`src/rtl/eth_tx_sched.sv`:
```
// Transmit-path scheduler for the shared 10BASE-T link. It arbitrates audio and beacon frames,
// enforces the inter-frame gap and a frame timeout, and requests link pulses when the line is idle.
module eth_tx_sched #(
    parameter int IFG_BITS       = 96,
    parameter int NLP_PERIOD     = 160000,
    parameter int MAX_FRAME_BITS = 12304
) (
    input  logic clk,
    input  logic rst,
    input  logic eth_clk_stb,
    input  logic req_audio,
    input  logic req_beacon,
    output logic gnt_audio,
    output logic gnt_beacon,
    output logic tx_start,
    output logic tx_sel,
    input  logic tx_done,
    output logic nlp,
    output logic err_timeout,
    output logic busy
);

    localparam int IW = (NLP_PERIOD > 1)     ? $clog2(NLP_PERIOD)     : 1;
    localparam int GW = (IFG_BITS > 1)       ? $clog2(IFG_BITS)       : 1;
    localparam int FW = (MAX_FRAME_BITS > 1) ? $clog2(MAX_FRAME_BITS) : 1;

    localparam logic [IW-1:0] IDLE_MAX  = IW'(NLP_PERIOD - 1);
    localparam logic [GW-1:0] GAP_INIT  = GW'(IFG_BITS - 1);
    localparam logic [FW-1:0] FRAME_MAX = FW'(MAX_FRAME_BITS - 1);

    localparam logic [1:0] S_IDLE = 2'd0;
    localparam logic [1:0] S_BUSY = 2'd1;
    localparam logic [1:0] S_GAP  = 2'd2;
    localparam logic [1:0] S_NLP  = 2'd3;

    logic [1:0]    state;
    logic          last_grant;   // 1 = beacon was granted last
    logic [IW-1:0] idle_cnt;
    logic [GW-1:0] gap_cnt;
    logic [FW-1:0] frame_cnt;
    logic          pick;         // 1 = beacon

    // On a tie, serve the source that did not win last time.
    always_comb begin
        pick = req_beacon;
        if (req_audio && req_beacon)
            pick = ~last_grant;
    end

    always_ff @(posedge clk) begin
        if (rst) begin
            state       <= S_IDLE;
            last_grant  <= 1'b1;
            idle_cnt    <= '0;
            gap_cnt     <= '0;
            frame_cnt   <= '0;
            gnt_audio   <= 1'b0;
            gnt_beacon  <= 1'b0;
            tx_start    <= 1'b0;
            tx_sel      <= 1'b0;
            nlp         <= 1'b0;
            err_timeout <= 1'b0;
            busy        <= 1'b0;
        end else begin
            gnt_audio   <= 1'b0;
            gnt_beacon  <= 1'b0;
            tx_start    <= 1'b0;
            err_timeout <= 1'b0;
            case (state)
                S_IDLE: begin
                    if (eth_clk_stb) begin
                        // A pending frame beats a due link pulse.
                        if (req_audio || req_beacon) begin
                            gnt_audio  <= ~pick;
                            gnt_beacon <= pick;
                            tx_start   <= 1'b1;
                            tx_sel     <= pick;
                            last_grant <= pick;
                            frame_cnt  <= '0;
                            state      <= S_BUSY;
                            busy       <= 1'b1;
                        end else if (idle_cnt == IDLE_MAX) begin
                            nlp   <= 1'b1;
                            state <= S_NLP;
                            busy  <= 1'b1;
                        end else begin
                            idle_cnt <= idle_cnt + 1'b1;
                        end
                    end
                end
                S_BUSY: begin
                    if (tx_done) begin
                        gap_cnt <= GAP_INIT;
                        state   <= S_GAP;
                    end else if (eth_clk_stb) begin
                        if (frame_cnt == FRAME_MAX) begin
                            err_timeout <= 1'b1;
                            gap_cnt     <= GAP_INIT;
                            state       <= S_GAP;
                        end else begin
                            frame_cnt <= frame_cnt + 1'b1;
                        end
                    end
                end
                S_GAP: begin
                    if (eth_clk_stb) begin
                        if (gap_cnt == '0) begin
                            // Carrier activity stands in for a link pulse.
                            idle_cnt <= '0;
                            state    <= S_IDLE;
                            busy     <= 1'b0;
                        end else begin
                            gap_cnt <= gap_cnt - 1'b1;
                        end
                    end
                end
                S_NLP: begin
                    if (eth_clk_stb) begin
                        nlp      <= 1'b0;
                        idle_cnt <= '0;
                        state    <= S_IDLE;
                        busy     <= 1'b0;
                    end
                end
                default: begin
                    state <= S_IDLE;
                    busy  <= 1'b0;
                end
            endcase
        end
    end

endmodule

```
`config.mk`:
```
export PLATFORM = sky130hd
export DESIGN_NAME = eth_tx_sched
export DESIGN_NICKNAME = d
export VERILOG_FILES = /design/src/rtl/eth_tx_sched.sv
export SDC_FILE = /design/constraint.sdc
export NUM_CORES = 1
export LEC_CHECK = 0
export CORE_ASPECT_RATIO = 1.25
export CORE_MARGIN = 1
export CORE_UTILIZATION = 67
export DETAILED_ROUTE_END_ITERATION = 8
export DONT_BUFFER_PORTS = 1
export PLACE_DENSITY = 0.83
export SLEW_MARGIN = 10
export SYNTH_ARGS = -nofsm -noshare
export SYNTH_HDL_FRONTEND = slang
export SYNTH_SLANG_ARGS = --single-unit
```
`constraint.sdc`:
```
create_clock -name clk -period 7.2 [get_ports clk]
set_clock_uncertainty 0.15 [all_clocks]
set_input_delay 0.36 -clock clk [delete_from_list [all_inputs] [get_ports clk]]
set_output_delay 0.36 -clock clk [all_outputs]
set_load 0.05 [all_outputs]
```
Yosys cells after proc, flatten, opt, wreduce, memory -nomap -nowiden
Cells that the tools add are included.
W data, S select, Z words.
{"block": "word_totals", "out_inout_bits": 7, "word_cells": 101, "regBits": 49}
{"block": "op_classes", "n_addsub": 3, "n_reduce_logical": 18, "bitwise_logic": 6, "n_eq_ne": 20, "muxes": 42}
{"operator": "$mux W18", "n": 6}
{"operator": "$mux W14", "n": 5}
{"operator": "$pmux W18 S3", "n": 1}
{"operator": "$mux W7", "n": 5}
{"operator": "$pmux W14 S2", "n": 1}
{"operator": "$ne A2 B2 Y1 const B", "n": 12}
{"operator": "$add A18 B1 Y18 const B", "n": 1}
{"operator": "$eq A18 B18 Y1 const B", "n": 1}
{"operator": "$mux W2", "n": 9}
{"operator": "$add A14 B1 Y14 const B", "n": 1}
{"operator": "$eq A14 B14 Y1 const B", "n": 1}
{"operator": "$pmux W7 S2", "n": 1}
{"operator": "$reduce_and A7 Y1", "n": 2}
{"operator": "$reduce_and A6 Y1", "n": 2}
{"operator": "$mux W1", "n": 11}
{"operator": "$reduce_and A5 Y1", "n": 2}
{"operator": "$ne A3 B3 Y1 const B", "n": 3}
{"operator": "$pmux W2 S4", "n": 1}
{"operator": "$reduce_or A4 Y1", "n": 2}
{"operator": "$logic_not A7 Y1", "n": 1}
{"operator": "$sub A7 B1 Y7 const B", "n": 1}
{"operator": "$not A1 Y1", "n": 6}
{"operator": "$reduce_bool A2 Y1", "n": 3}
{"operator": "$eq A2 B2 Y1 const B", "n": 2}
{"operator": "9 further kinds", "n": 9}

Logic depth before layout (Yosys ltp)
{"block": "depth", "depth_word": 5, "depth_mapped": 9}

Least setup slack after synthesis
No wires, ideal clock.
{"block": "synth_path", "kind": "reg-to-reg", "from": "register gap_cnt[0]", "to": "register idle_cnt[10]", "path_buffers": 2, "t_arrival_ns": 2.008, "required_ns": 6.918, "path_stages_with_launch": 10, "setup_time_ns": 0.132, "path_slack_ns": 4.909, "cell_sequence": "dfxtp_1 inv_1 ha_1 nor3b_2 a21oi_1 or2_1 buf_2 buf_2 o41ai_1 a21oi_1"}
{"block": "synth_between", "elab_chain_cells": 3}
{"item": "start: declaration", "line_no": "39", "text": "logic [GW-1:0] gap_cnt;"}
{"item": "start signal: assignment", "line_no": "113", "text": "gap_cnt <= gap_cnt - 1'b1;"}
{"item": "$logic_not A7 Y1", "line_no": "107", "text": "if (gap_cnt == '0) begin"}
{"item": "$ne A2 B2 Y1 (no source line)"}
{"item": "$reduce_and A7 Y1 (no source line)"}
{"item": "end signal: assignment", "line_no": "87", "text": "idle_cnt <= idle_cnt + 1'b1;"}
{"item": "end: declaration", "line_no": "38", "text": "logic [IW-1:0] idle_cnt;"}
Every way passes these cells.
A chain may end at the register's enable or synchronous reset.

Worst setup path in the final report
{"block": "layout_path", "from": "register state[0]", "to": "register idle_cnt[6]"}
{"block": "layout_between", "elab_chain_cells": 3, "word_cells_on_any_way": 12, "cone_classes": "8 x eq/ne; 1 x mux; 3 x reduce/logical"}
{"item": "start: declaration", "line_no": "36", "text": "logic [1:0] state;"}
{"item": "start signal: assignment", "line_no": "52", "text": "state <= S_IDLE;"}
{"item": "start signal: assignment", "line_no": "80", "text": "state <= S_BUSY;"}
{"item": "start signal: assignment", "line_no": "84", "text": "state <= S_NLP;"}
{"item": "$eq A2 B2 Y1 / $logic_not A2 Y1 (equally long branches)", "line_no": "69", "text": "case (state)"}
{"item": "$ne A2 B2 Y1 (no source line) / $reduce_bool A3 Y1 (equally long branches)"}
{"item": "$reduce_and A7 Y1 (no source line)"}
Parallel ways exist; a longest one is shown, timed or not.

==> flow_metrics.py <==
metrics = {
    "outcome": {
        "status": "finished with violations",
        "violations": "DRC",
    },
    "layout": {
        "drive_above_1_share": 0.0754,
        "final_common_cell": "dfxtp_1",
        "diodes": 0,
        "layout_common_cells": "dfxtp_1 (49), nor2_1 (29), a21oi_1 (28), nand2_1 (25), nand3_1 (16)",
        "multi_input_area_mm2": 0.00149,
        "utilization": 0.748,
        "fill_cells": 277,
        "layout-area-overhead-vs-synth_pct": 4.35,
        "fin_area_mm2": 0.00267,
        "finalNonFillerCells": 344,
        "seq_area_um2": 981,
        "final_nets": 313,
    },
    "timing": {
        "layout_min_cycle_time_ps": 2690,
        "setup_tns_ps": 0,
        "maxSlewViolCount": 0,
        "tightest_slew_ps": 929,
        "fin_crit_sh": 0.373,
        "rsz0062_at_grt": "false",
        "setup_ws_ps": 4510,
        "finalSetupViolations": 0,
        "relSlewSlack": 0.377,
        "hold_viol": 0,
        "fmax_mhz": 372,
        "whs_ps": 61.0,
    },
    "clock_network": {
        "cts_tree": "yes",
        "htreeDepth": 2,
        "cts-buffers-inserted": 5,
        "post_cts_resized": 0,
        "cts-root-buf": "clkbuf_8",
        "cts.path.max_buffers": 2,
        "cts.sinks": 49,
        "clk-insertion-delay-late_ps": 300,
        "clkSlewWorstSetupHoldPaths_ps": 90,
    },
    "yosys": {
        "ys.flop_type": "dfxtp_1",
        "synth_nets": 317,
        "syn_inst": 308,
        "synth_seq_area_share": 0.383,
        "synth-edff-count": 0,
        "synth-seq-cells": 49,
        "yosysTopAreaCell": "dfxtp_1",
        "synth.top_cell.area_share": 0.383,
        "synthTopCellsByArea": "dfxtp_1 (38%), a21oi_1 (5.5%), nor2_1 (4.2%)",
        "syn-cell-area_mm2": 0.00256,
        "async_flop_share": 0,
        "avgSynthCellArea_um2": 8.32,
        "ys_warn_count": 0,
        "synth_cell_types": 53,
    },
    "hold_path": {
        "min_path_type": "input pin to flip-flop",
    },
    "route": {
        "ant_nets": 0,
        "drcViolationCount": 4,
        "via_per_inst": 6.81,
        "wire_per_inst_um": 16.0,
        "num_vias": 2344,
        "drt_iter0_markers": 226,
        "drt-total-wl_um": 5490,
        "first_pass_iters": 6,
    },
    "power_and_ir_drop": {
        "p_sw_uw": 232,
        "max-vdd-ir-drop_uv": 147,
        "power_frac_comb": 0.234,
        "p_seq_frac": 0.521,
        "intPower_uw": 419,
        "cellPowerDensity_mw_per_mm2": 243,
        "switching_share": 0.356,
        "p_clk_frac": 0.244,
        "leakage_nw": 0.910,
        "finalPower_uw": 651,
    },
    "flow_run": {
        "cap_violations": 0,
    },
    "floorplan": {
        "die_h_um": 71.1,
        "pin_count": 13,
        "core_mm2": 0.00357,
        "start_util": 0.717,
        "die_area_mm2": 0.00408,
        "dieWidth_um": 57.3,
        "rows": 24,
    },
    "global_routing": {
        "grt_pass1_wl_um": 9580,
        "grt_usage": 0.293,
        "grt_overflow": 0,
        "grt_pass1_vias": 2168,
        "antenna_found_initial": 0,
        "grt_start_max_net_pins": 32,
    },
    "worst_setup_path": {
        "crit_arrival_ps": 2760,
        "critical_path_class": "flip-flop to flip-flop",
        "crit_fanout": 22,
        "crit_path_end_kind": "flip-flop",
        "crit_path_start_kind": "flip-flop",
        "required_ps": 7270,
    },
    "placed_design": {
        "dp_hpwl_um": 3860,
        "placed_cell_area_mm2": 0.00257,
        "dp_cells": 334,
        "place.gp.congestion": 0.911,
        "preCtsSetupSlack_ps": 4560,
        "io_buffers": 0,
    },
}
## worst max-delay path, stage by stage (launching register included)
cell	delay (ps)
dfxtp_1	550
or3_4	500
a21o_1	230
or2_1	440
or4_1	590
a21oi_1	150
## power by group through the flow
stage	clock (mW)	sequential, mW	combinational [mW]
6_report	0.159	0.339	0.152
5_1_grt	0.174	0.343	0.175
4_1_cts	0.161	0.338	0.151
3_5_place_dp	0	0.345	0.149
3_3_place_gp	0	0.344	0.147
2_1_floorplan	0	0.327	0.138
## metal layers
| layer | track usage | wire length, um | vias to the layer above |
|---|---|---|---|
| met1 | 0.362 | 2340 | 1102 |
| met5 | 0 | 0 | - |
| met2 | 0.490 | 2710 | 72 |
| met3 | 0.0695 | 328 | 14 |
| met4 | 0.117 | 112 | 0 |
| li1 | - | - | 1156 |
## state kept, by name, summed over array words and instances (netlist names)
register,cells
tx_start,1
busy,1
last_grant,1
nlp,1
gap_cnt,7
state,2
frame_cnt,14
gnt_audio,1
tx_sel,1
gnt_beacon,1
idle_cnt,18
err_timeout,1
## area by class of cell
class | instances | share of cell area
multi-input combinational | 235 | 0.558
sequential | 49 | 0.367
clock buffer | 5 | 0.0257
tap | 39 | 0.0182
inverter | 10 | 0.0140
timing repair buffer | 3 | 0.0103
clock inverter | 3 | 0.00655
## synth_stat cells (3+ instances only)
library cell / n
dfxtp_1: 49
nor2_1: 29
a21oi_1: 28
nand2_1: 25
nand3_1: 16
o31ai_1: 11
or4_1: 11
clkbuf_1: 10
a31oi_1: 9
inv_1: 9
nor3_1: 9
and3_1: 7
nand4_1: 6
a211oi_1: 5
a21o_1: 5
nand2b_1: 5
buf_2: 4
mux2i_1: 4
nor4_1: 4
o21ai_1: 4
xnor2_1: 4
a21oi_2: 3
a311oi_1: 3
a31o_1: 3
ha_1: 3
o21a_1: 3
o41ai_1: 3
or3_1: 3
or4b_1: 3
## logic make-up after synthesis
kind of cell               count (synthesis)  share of synthesized area
and+or+nand+nor                          136                      0.298
AOI/OAI and AO/OA                         88                      0.238
DFF                                       49                      0.383
buffers and inverters                     24                     0.0371
xor gates and xnor gates                   4                     0.0137
muxes                                      4                     0.0156
adders and majority gates                  3                     0.0146
## final timing paths
check             cells past startpoint     endpoint  slack (ps)        start
setup / recovery                      5  idle_cnt[6]        4510     state[0]
hold / removal                        2   gap_cnt[4]          60          rst
setup reg to reg                      5  idle_cnt[6]        4510     state[0]
hold reg to reg                       2  idle_cnt[4]         330  idle_cnt[4]
## timing repair
item,CTS,global route
setup buffers,0,0
hold endpoints to repair,10,1
hold buffers,1,1
(Power assumes the default switching activity.)
